--- config.mk ---
export PLATFORM = sky130hd
export DESIGN_NAME = period_meter
export DESIGN_NICKNAME = d
export VERILOG_FILES = /design/src/rtl/period_meter.sv
export SDC_FILE = /design/constraint.sdc
export NUM_CORES = 1
export LEC_CHECK = 0
export ABC_AREA = 1
export CORE_MARGIN = 4
export CORE_UTILIZATION = 62
export DETAILED_ROUTE_END_ITERATION = 8
export MAX_ROUTING_LAYER = met4
export PLACE_DENSITY = 0.87
export SLEW_MARGIN = 30
export SYNTH_ARGS = -nofsm -noshare
export SYNTH_HDL_FRONTEND = slang
export SYNTH_SLANG_ARGS = --single-unit
export TNS_END_PERCENT = 50
--- constraint.sdc ---
create_clock -name clk -period 5.7 [get_ports clk]
set_clock_uncertainty 0.1 [all_clocks]
set_input_delay 1.14 -clock clk [delete_from_list [all_inputs] [get_ports clk]]
set_output_delay 1.14 -clock clk [all_outputs]
set_load 0.01 [all_outputs]
--- src/rtl/period_meter.sv ---
// Period/high-time meter: times one period of an async square wave in clk cycles on request.
// Latency: sig_in synchroniser adds 2 cycles equally to every edge; done pulses on the cycle results update.
// Backpressure: none; start is a single-cycle request honoured only while idle, otherwise dropped.
module period_meter #(
    parameter int CNT_W = 16
) (
    input  logic             clk,
    input  logic             reset,
    input  logic             sig_in,
    input  logic             start,
    output logic             busy,
    output logic             done,
    output logic [CNT_W-1:0] period,
    output logic [CNT_W-1:0] high_time,
    output logic             overflow
);

    typedef enum logic [1:0] {
        ST_IDLE,
        ST_ARM,
        ST_MEASURE,
        ST_DONE
    } state_t;

    localparam logic [CNT_W-1:0] CNT_MAX = '1;
    localparam logic [CNT_W-1:0] CNT_ONE = CNT_W'(1);

    state_t state, state_nxt;

    logic s1, s2, prev;
    logic rise, fall;

    logic [CNT_W-1:0] cnt, cnt_nxt;
    logic [CNT_W-1:0] hcnt, hcnt_nxt;
    logic [CNT_W-1:0] hlat, hlat_nxt;
    logic             hi_flag, hi_flag_nxt;

    logic [CNT_W-1:0] period_nxt, high_time_nxt;
    logic             overflow_nxt;
    logic             busy_nxt, done_nxt;

    always_ff @(posedge clk or posedge reset) begin
        if (reset) begin
            s1   <= 1'b0;
            s2   <= 1'b0;
            prev <= 1'b0;
        end else begin
            s1   <= sig_in;
            s2   <= s1;
            prev <= s2;
        end
    end

    assign rise = s2 & ~prev;
    assign fall = ~s2 & prev;

    always_ff @(posedge clk or posedge reset) begin
        if (reset) begin
            state     <= ST_IDLE;
            cnt       <= '0;
            hcnt      <= '0;
            hlat      <= '0;
            hi_flag   <= 1'b0;
            period    <= '0;
            high_time <= '0;
            overflow  <= 1'b0;
            busy      <= 1'b0;
            done      <= 1'b0;
        end else begin
            state     <= state_nxt;
            cnt       <= cnt_nxt;
            hcnt      <= hcnt_nxt;
            hlat      <= hlat_nxt;
            hi_flag   <= hi_flag_nxt;
            period    <= period_nxt;
            high_time <= high_time_nxt;
            overflow  <= overflow_nxt;
            busy      <= busy_nxt;
            done      <= done_nxt;
        end
    end

    always_comb begin
        state_nxt     = state;
        cnt_nxt       = cnt;
        hcnt_nxt      = hcnt;
        hlat_nxt      = hlat;
        hi_flag_nxt   = hi_flag;
        period_nxt    = period;
        high_time_nxt = high_time;
        overflow_nxt  = overflow;

        case (state)
            ST_IDLE: begin
                if (start) begin
                    state_nxt = ST_ARM;
                    cnt_nxt   = '0;
                end
            end

            ST_ARM: begin
                if (rise) begin
                    state_nxt   = ST_MEASURE;
                    cnt_nxt     = CNT_ONE;
                    hcnt_nxt    = CNT_ONE;
                    hlat_nxt    = '0;
                    hi_flag_nxt = 1'b1;
                end else if (cnt == CNT_MAX) begin
                    state_nxt     = ST_DONE;
                    period_nxt    = '0;
                    high_time_nxt = '0;
                    overflow_nxt  = 1'b1;
                end else begin
                    cnt_nxt = cnt + 1'b1;
                end
            end

            ST_MEASURE: begin
                // High time is latched internally; outputs only move on entry to DONE.
                if (fall && hi_flag) begin
                    hlat_nxt    = hcnt;
                    hi_flag_nxt = 1'b0;
                end else if (hi_flag) begin
                    hcnt_nxt = hcnt + 1'b1;
                end

                // A rise on the terminal count still closes a valid period.
                if (rise) begin
                    state_nxt     = ST_DONE;
                    period_nxt    = cnt;
                    high_time_nxt = hi_flag ? hcnt : hlat;
                    overflow_nxt  = 1'b0;
                end else if (cnt == CNT_MAX) begin
                    state_nxt     = ST_DONE;
                    period_nxt    = CNT_MAX;
                    high_time_nxt = hi_flag ? CNT_MAX : hlat;
                    overflow_nxt  = 1'b1;
                end else begin
                    cnt_nxt = cnt + 1'b1;
                end
            end

            ST_DONE: begin
                state_nxt = ST_IDLE;
            end

            default: begin
                state_nxt = ST_IDLE;
            end
        endcase
    end

    // Status flags are registered copies of the next-state decode.
    assign busy_nxt = (state_nxt == ST_ARM) || (state_nxt == ST_MEASURE);
    assign done_nxt = (state_nxt == ST_DONE);

endmodule

==> metrics.log, run 1 <==
[metrics] number of max-slew violations in the final report: 0
[metrics] clock-pin transition on the worst setup and hold timing paths: ~90 ps
[metrics] clock tree buffer depth: 2
[metrics] Initial Util: 0.6452
[metrics] depth of the CTS H-tree: 3
[metrics] maximum clock frequency: between 300 and 400 MHz
[metrics] later-pin clock latency in the skew report: around 370 ps
[metrics] total DRC errors in the routed layout: 0
[metrics] class of the worst hold path: reg2reg
[metrics] Data required, critical path: between 5000 and 6000 ps
[metrics] area grow syn2layout: 13.18%
[metrics] Vert. Die Dim: 92.55 um
[metrics] number of antenna cells inserted: 0
[metrics] P_leak: ~0.0022 uW
[metrics] part of the total power dissipated in combinational logic: 0.390
[metrics] TritonCTS buffer count: 9
[metrics] leading cell type in the layout, fill and taps excluded: nand2_1
[metrics] fin crit period: slightly above 3000 ps
[metrics] Data arrival, critical path: about 3300 ps
[metrics] Async SR Flop Fraction: 1.000
[metrics] total negative slack for setup checks: 0 ps
[metrics] placeable core area: approximately 6900 um2
[metrics] post-synthesis cell type count: 37
[metrics] multi-input combinational cell area: ~1900 um2
[metrics] Internal Pwr Total: ~1200 uW
[metrics] relative slew slack: 0.5050
[metrics] port buffer count: 38
[metrics] detailed-routing iteration count for the pre-antenna-repair pass: 4
[metrics] TritonCTS clock tree: built
[metrics] outcome: complete, no violations
[metrics] switching pwr: between 800 and 900 uW
[metrics] total of warnings raised by yosys: 0
[metrics] fraction of the core area covered by cells at the end of the flow: 0.7302
[metrics] placed wire-length estimate: ~6800 um
[metrics] Critical Path Sink Type: flop
[metrics] # Post-CTS Setup Buffers: 0
[metrics] antenna viol nets, final: 0
[metrics] setup repair after global routing missed its margin: no
[metrics] critical path fanouts, max: 12
[metrics] Mapped Avg Cell Area: about 8.3 um2
[metrics] FILL cells: around 520
[metrics] vias in the first global route: between 3000 and 4000
[metrics] total of cells resized after clock tree synthesis: 0
[metrics] kind of start point of the critical path: primary input
[metrics] count of routing violations after the opening detailed-route iteration: 299
[metrics] sum of routed wire length over all layers: around 10000 um
[metrics] instance count of the mapped netlist: 532
[metrics] count of vias placed by the detailed router: 3853
[metrics] worst-margin pin slew: between 700 and 800 ps
[metrics] area enclosed by the die boundary: roughly 8600 um2
[metrics] die outline width: 92.55 um
[metrics] fraction of layout cells with a size suffix above 1: 0.06537
[metrics] number of nets in the layout: approximately 570
[metrics] commonest cells after routing, fill and taps aside: nand2_1, dfrtp_1, nor2_1
[metrics] final hold violation count: 0
[metrics] sequential share of the synthesized area: 0.5025
[metrics] total gr overflow: 0
[metrics] worst setup path category: in2reg
[metrics] final cycle utilization of the critical path: 0.5440
[metrics] root buffer cell: clkbuf_8
[metrics] number of enable flip-flop cells after synthesis: 0
[metrics] hold buffer count at cts: 0
[metrics] sequential cell fraction of total power: 0.415
[metrics] register area: around 2200 um2
[metrics] Clock Power Share: 0.195
[metrics] wire length of the first global-routing pass: around 18000 um
[metrics] switching part of the total power: 0.4051
[metrics] Synth Net Count: around 540
[metrics] most instantiated flip-flop cell in the synthesis netlist: dfrtp_1
[metrics] final routed wire length divided by cell count: about 15 um
[metrics] power density over the cells: 403.9 nW/um2
[metrics] Sink Count: just under 90
[metrics] summed instance area of the synthesized netlist: about 4400 um2
[metrics] Site Rows: 30
[metrics] synthesis-stage register bit count: just under 90
[metrics] count of maximum capacitance violations: 0
[metrics] Via density: roughly 5.8
[metrics] I/O Pins: 39
[metrics] Tot GR Track Use: 0.2645
[metrics] global placement routability congestion: 0.9885
[metrics] IR drop worst, VDD: between 0.2 and 0.25 mV
[metrics] number of setup violations in the final report: 0
[metrics] pin count of the biggest net entering global routing: 56
[metrics] initial antenna violation count: 0
critical path, stage by stage:
cell             delay (ps)
clkdlybuf4s50_1         450
inv_1                    40
nand2_1                  80
nand2_1                  60
nor2_1                  580
inv_1                   180
a21oi_1                 280
inv_1                   210
o21ai_0                 150
nor2_1                   80
cell type report:
class	instances	area share
multi-input cells	364	0.3754
flip-flops and latches	89	0.4440
clock inverters	4	0.005737
repair buffers	40	0.07882
clock buffers	12	0.02893
well taps	96	0.02395
inverters	57	0.04315
routing by layer:
metal	track usage	vias to the layer above	share of wire
met5	-	-	0
met4	0.1213	0	0.026
met3	0.03574	27	0.054
met2	0.4296	145	0.49
met1	0.3312	1840	0.43
li1	-	1841	-
logic make-up after synthesis:
group                    synth area share
AND/OR/NAND/NOR                    0.2431
AO/OA/AOI/OAI                      0.1558
flip-flops                         0.5025
buffers and inverters             0.07481
adder cells (fa/ha/maj)           0.01976
XOR/XNOR                         0.003953
cell usage after synthesis (all sizes together) (9+ instances only):
cell,count,area (um2)
nor2,61,249.0
a21oi,9,45.04
dfrtp,89,2227
clkbuf,11,41.29
nand4,18,127.6
o31ai,15,112.6
inv,56,210.2
buf,11,76.32
o21ai,62,332.8
nand3,22,127.6
o221ai,16,140.1
nand2,133,511.7
registers in the layout (all words and copies together), names as in the netlist:
signal	flops
busy	1
cnt	16
done	1
hcnt	16
hi_flag	1
high_time	16
hlat	16
overflow	1
period	16
prev	1
s1	1
s2	1
state	2
power by group through the flow:
stage | registers [uW] | logic, uW | clock network, uW
6_report | 842 | 790 | 395
5_1_grt | 860 | 878 | 424
4_1_cts | 842 | 788 | 397
3_5_place_dp | 853 | 785 | 0
3_3_place_gp | 845 | 758 | 0
2_1_floorplan | 862 | 478 | 0
worst paths after layout:
path | start | endpoint | slack (ps) | cells past startpoint
setup / recovery | start | cnt[7] | 2600 | 10
hold / removal | s1 | s2 | 260 | 0
setup reg to reg | state[0] | cnt[7] | 2870 | 10
hold reg to reg | s1 | s2 | 260 | 0
max in group asynchronous | reset | high_time[12] | 3460 | 3
min in group asynchronous | reset | high_time[3] | 1120 | 2
metrics by stage:
| stage | total power, uW | instance area [um2] | setup slack, ps | hold WS, ps | std cells |
|---|---|---|---|---|---|
| 3_3_place_gp | 1602 | 4831 | 2430 | 235.4 | 646 |
| 4_1_cts | 2027 | 5007 | 2608 | 267.8 | 662 |
| 2_1_floorplan | 1340 | 4432 | 2153 | 231.2 | 532 |
| 3_5_place_dp | 1638 | 4833 | 2236 | 247.7 | 646 |
| 5_1_grt | 2162 | 5016 | 2434 | 275.8 | 662 |
| 6_report | 2026 | 5016 | 2599 | 261.0 | 662 |
Power figures use the tool's default switching activity.
==> inputs of run 2 (changes only) <==
--- a/config.mk
+++ b/config.mk
@@ -7,10 +7,10 @@
 export LEC_CHECK = 0
 export ABC_AREA = 1
 export CORE_MARGIN = 4
-export CORE_UTILIZATION = 62
+export CORE_UTILIZATION = 52
 export DETAILED_ROUTE_END_ITERATION = 8
 export MAX_ROUTING_LAYER = met4
-export PLACE_DENSITY = 0.87
+export PLACE_DENSITY = 0.78
 export SLEW_MARGIN = 30
 export SYNTH_ARGS = -nofsm -noshare
 export SYNTH_HDL_FRONTEND = slang
==> constraint.sdc (replaced) <==
create_clock -name clk -period 2.6 [get_ports clk]
set_clock_uncertainty 0.1 [all_clocks]
set_input_delay 0.52 -clock clk [delete_from_list [all_inputs] [get_ports clk]]
set_output_delay 0.52 -clock clk [all_outputs]
set_load 0.01 [all_outputs]
==> run 2 against run 1 <==
Net effect:
- total power grew 140%
- clock power grew to 3.0 times the previous value
- worst setup slack lost 2300 ps
- non-clock buffer count grew 11
- die area grew 17%
- global-route usage shrank 3.5 points
- register-to-register slack lost 2500 ps
- sequential cell count is the same
- worst hold slack lost 3.8 ps
- critical path type is now reg2reg
- highest routed layer unchanged
- critical path depth shrank 4
- sequential share of layout area shrank 1.6 points
==> metrics.log, run 2 (synthesized netlist as in run 1, its figures left out) <==
[metrics] area grow syn2layout: 17.45% (was 13.18%)
[metrics] root buffer cell: clkbuf_8 (unchanged)
[metrics] placeable core area: 8258 um2 (was 6869 um2)
[metrics] Data arrival, critical path: 2440 ps (was 3260 ps)
[metrics] largest incremental delay on the critical path: 410 ps (was 580 ps)
[metrics] RR Endpoint: hlat[3] (was cnt[7])
[metrics] sequential cell fraction of total power: 0.376 (was 0.415)
[metrics] maximum clock frequency: 438.8 MHz
[metrics] power density over the cells: 929.6 nW/um2 (was 403.9 nW/um2)
[metrics] kind of start point of the critical path: flop (was primary input)
[metrics] critical path fanouts, max: 23 (was 12)
[metrics] clock tree buffer depth: 2 (unchanged)
[metrics] Critical-path top delay cell: dfrtp_1 (was nor2_1)
[metrics] vias in the first global route: 3922 (was 3846)
[metrics] Clock Power Share: 0.242 (was 0.195)
[metrics] TritonCTS buffer count: 9 (unchanged)
[metrics] IR drop worst, VDD: 0.3958 mV (was 0.2033 mV)
[metrics] sum of routed wire length over all layers: 10320 um (was 10090 um)
[metrics] depth of the CTS H-tree: 3 (unchanged)
[metrics] worst setup slack for register-to-register paths: 320 ps (was 2870 ps)
[metrics] count of routing violations after the opening detailed-route iteration: 247 (was 299)
[metrics] buffers plus inverters on the worst setup path: 2 (was 4)
[metrics] Critical Path Sink Type: flop (unchanged)
[metrics] worst hold slack: 257.2 ps (was 261.0 ps)
[metrics] setup repair after global routing missed its margin: no (unchanged)
[metrics] TritonCTS clock tree: built (unchanged)
[metrics] Via density: 5.711 (was 5.820)
[metrics] detailed-routing iteration count for the pre-antenna-repair pass: 5 (was 4)
[metrics] part of the total power dissipated in combinational logic: 0.382 (was 0.390)
[metrics] number of max-slew violations in the final report: 0 (unchanged)
[metrics] fraction of the core area covered by cells at the end of the flow: 0.6303 (was 0.7302)
[metrics] clock-pin transition on the worst setup and hold timing paths: 90 ps (about the same)
[metrics] total gr overflow: 0 (unchanged)
[metrics] P_leak: 0.002319 uW (was 0.002236 uW)
[metrics] commonest cells after routing, fill and taps aside: nand2_1, dfrtp_1, nor2_1 (unchanged)
[metrics] total negative slack for setup checks: 0 ps (unchanged)
[metrics] total of cells resized after clock tree synthesis: 0 (unchanged)
[metrics] Data required, critical path: 2760 ps (was 5860 ps)
[metrics] number of nets in the layout: 583 (was 572)
[metrics] initial antenna violation count: 0 (unchanged)
[metrics] fraction of layout cells with a size suffix above 1: 0.08666 (was 0.06537)
[metrics] launching element of the worst setup path: state[1] (was start)
[metrics] fin crit period: approximately 2300 ps
[metrics] worst flop-to-flop path startpoint: state[1] (was state[0])
[metrics] final routed wire length divided by cell count: 15.14 um (was 15.24 um)
[metrics] gr busiest metal: met2 (unchanged)
[metrics] pin count of the biggest net entering global routing: 35 (was 56)
[metrics] hold buffer count at cts: 0 (unchanged)
[metrics] number of antenna cells inserted: 0 (unchanged)
[metrics] Tot GR Track Use: 0.2299 (was 0.2645)
[metrics] met2 routing resource usage after global routing: 0.3517 (was 0.4296)
[metrics] critical path endpoint: hlat[3] (was cnt[7])
[metrics] worst setup path category: reg2reg (was in2reg)
[metrics] global routing usage on met1: 0.3050 (was 0.3312)
[metrics] relative slew slack: 0.5718 (was 0.5050)
[metrics] final hold violation count: 0 (unchanged)
[metrics] Site Rows: 33 (was 30)
[metrics] Sink Count: 89 (unchanged)
[metrics] count of maximum capacitance violations: 0 (unchanged)
[metrics] Initial Util: 0.5367 (was 0.6452)
[metrics] number of setup violations in the final report: 0 (unchanged)
[metrics] placed wire-length estimate: 7161 um (was 6808 um)
[metrics] leading cell type in the layout, fill and taps excluded: nand2_1 (unchanged)
[metrics] depth of the worst register-to-register path: 6 (was 10)
[metrics] area enclosed by the die boundary: 10060 um2 (was 8565 um2)
[metrics] class of the worst hold path: reg2reg (unchanged)
[metrics] met3 global-route usage: 0.04031 (was 0.03574)
[metrics] port buffer count: 38 (unchanged)
[metrics] antenna viol nets, final: 0 (unchanged)
[metrics] I/O Pins: 39 (unchanged)
[metrics] switching pwr: 1848 uW (was 820.7 uW)
[metrics] count of vias placed by the detailed router: 3895 (was 3853)
[metrics] Internal Pwr Total: 2990 uW (was 1205 uW)
[metrics] later-pin clock latency in the skew report: 360 ps (was 370 ps)
[metrics] final cycle utilization of the critical path: 0.8765
[metrics] wire length of the first global-routing pass: 18340 um (was 17800 um)
[metrics] CP delay by family, top: compound AO/OA/AOI/OAI gates (was buffers and inverters)
[metrics] Vert. Die Dim: 100.3 um (was 92.55 um)
[metrics] total stage count of the critical path: 6 (was 10)
[metrics] die outline width: 100.3 um (was 92.55 um)
[metrics] cell-by-cell trace of the critical path: inv_1 > ha_1 > a21boi_1 > nand2_1 > buf_4 > o31ai_1 (was clkdlybuf4s50_1 > inv_1 > nand2_1 > nand2_1 > nor2_1 > inv_1 > a21oi_1 > inv_1 > o21ai_0 > nor2_1)
[metrics] global placement routability congestion: 0.9555 (was 0.9885)
[metrics] worst-margin pin slew: 641.0 ps (was 739.8 ps)
[metrics] total DRC errors in the routed layout: 0 (unchanged)
[metrics] switching part of the total power: 0.3819 (was 0.4051)
[metrics] outcome: complete, no violations (unchanged)
[metrics] # Post-CTS Setup Buffers: 0 (unchanged)
[run 2: layout make-up]
class | instances | area [um2]
inverter | 57 | 221.5
clock inverter | 7 | 125.1
fill | 674 | 3053
multi-input combinational | 364 | 1873
clock buffer | 9 | 123.9
sequential | 89 | 2227
tap | 105 | 131.4
timing repair buffer | 51 | 503.0
[run 2: worst min path at each step]
stage | start | endpoint | slack [ps] | depth (start not counted)
2_1_floorplan | s1 | s2 | 230 | 0
3_3_place_gp | s1 | s2 | 240 | 0
3_5_place_dp | s1 | s2 | 240 | 0
4_1_cts | s1 | s2 | 260 | 0
5_1_grt | s1 | s2 | 280 | 0
6_report | s1 | s2 | 260 | 0
[run 2: power groups by stage]
| stage | registers, uW | clock network [uW] | logic (uW) |
|---|---|---|---|
| after CTS | 1820 | 1190 | 1840 |
| after global routing | 1860 | 1250 | 2060 |
| after floorplan | 1890 | 0 | 1050 |
| after detailed placement | 1850 | 0 | 1830 |
| final | 1820 | 1170 | 1850 |
| after global placement | 1830 | 0 | 1780 |
[run 2: stage by stage]
stage                     std cells  area (um2)  power, uW  setup slack, ps
after floorplan                 532        4436       2937            795.5
after global placement          666        4952       3612            293.3
after global routing            682        5205       5166            141.2
after detailed placement        666        4952       3680            186.3
final                           682        5205       4839            321.0
after CTS                       682        5201       4860            161.1
[run 2: per-layer routing]
metal,share of wire,vias up,routed length [um]
li1,-,1868,-
met1,0.44,1871,4576
met2,0.48,128,4941
met3,0.053,28,546
met4,0.025,0,259
met5,0,-,0
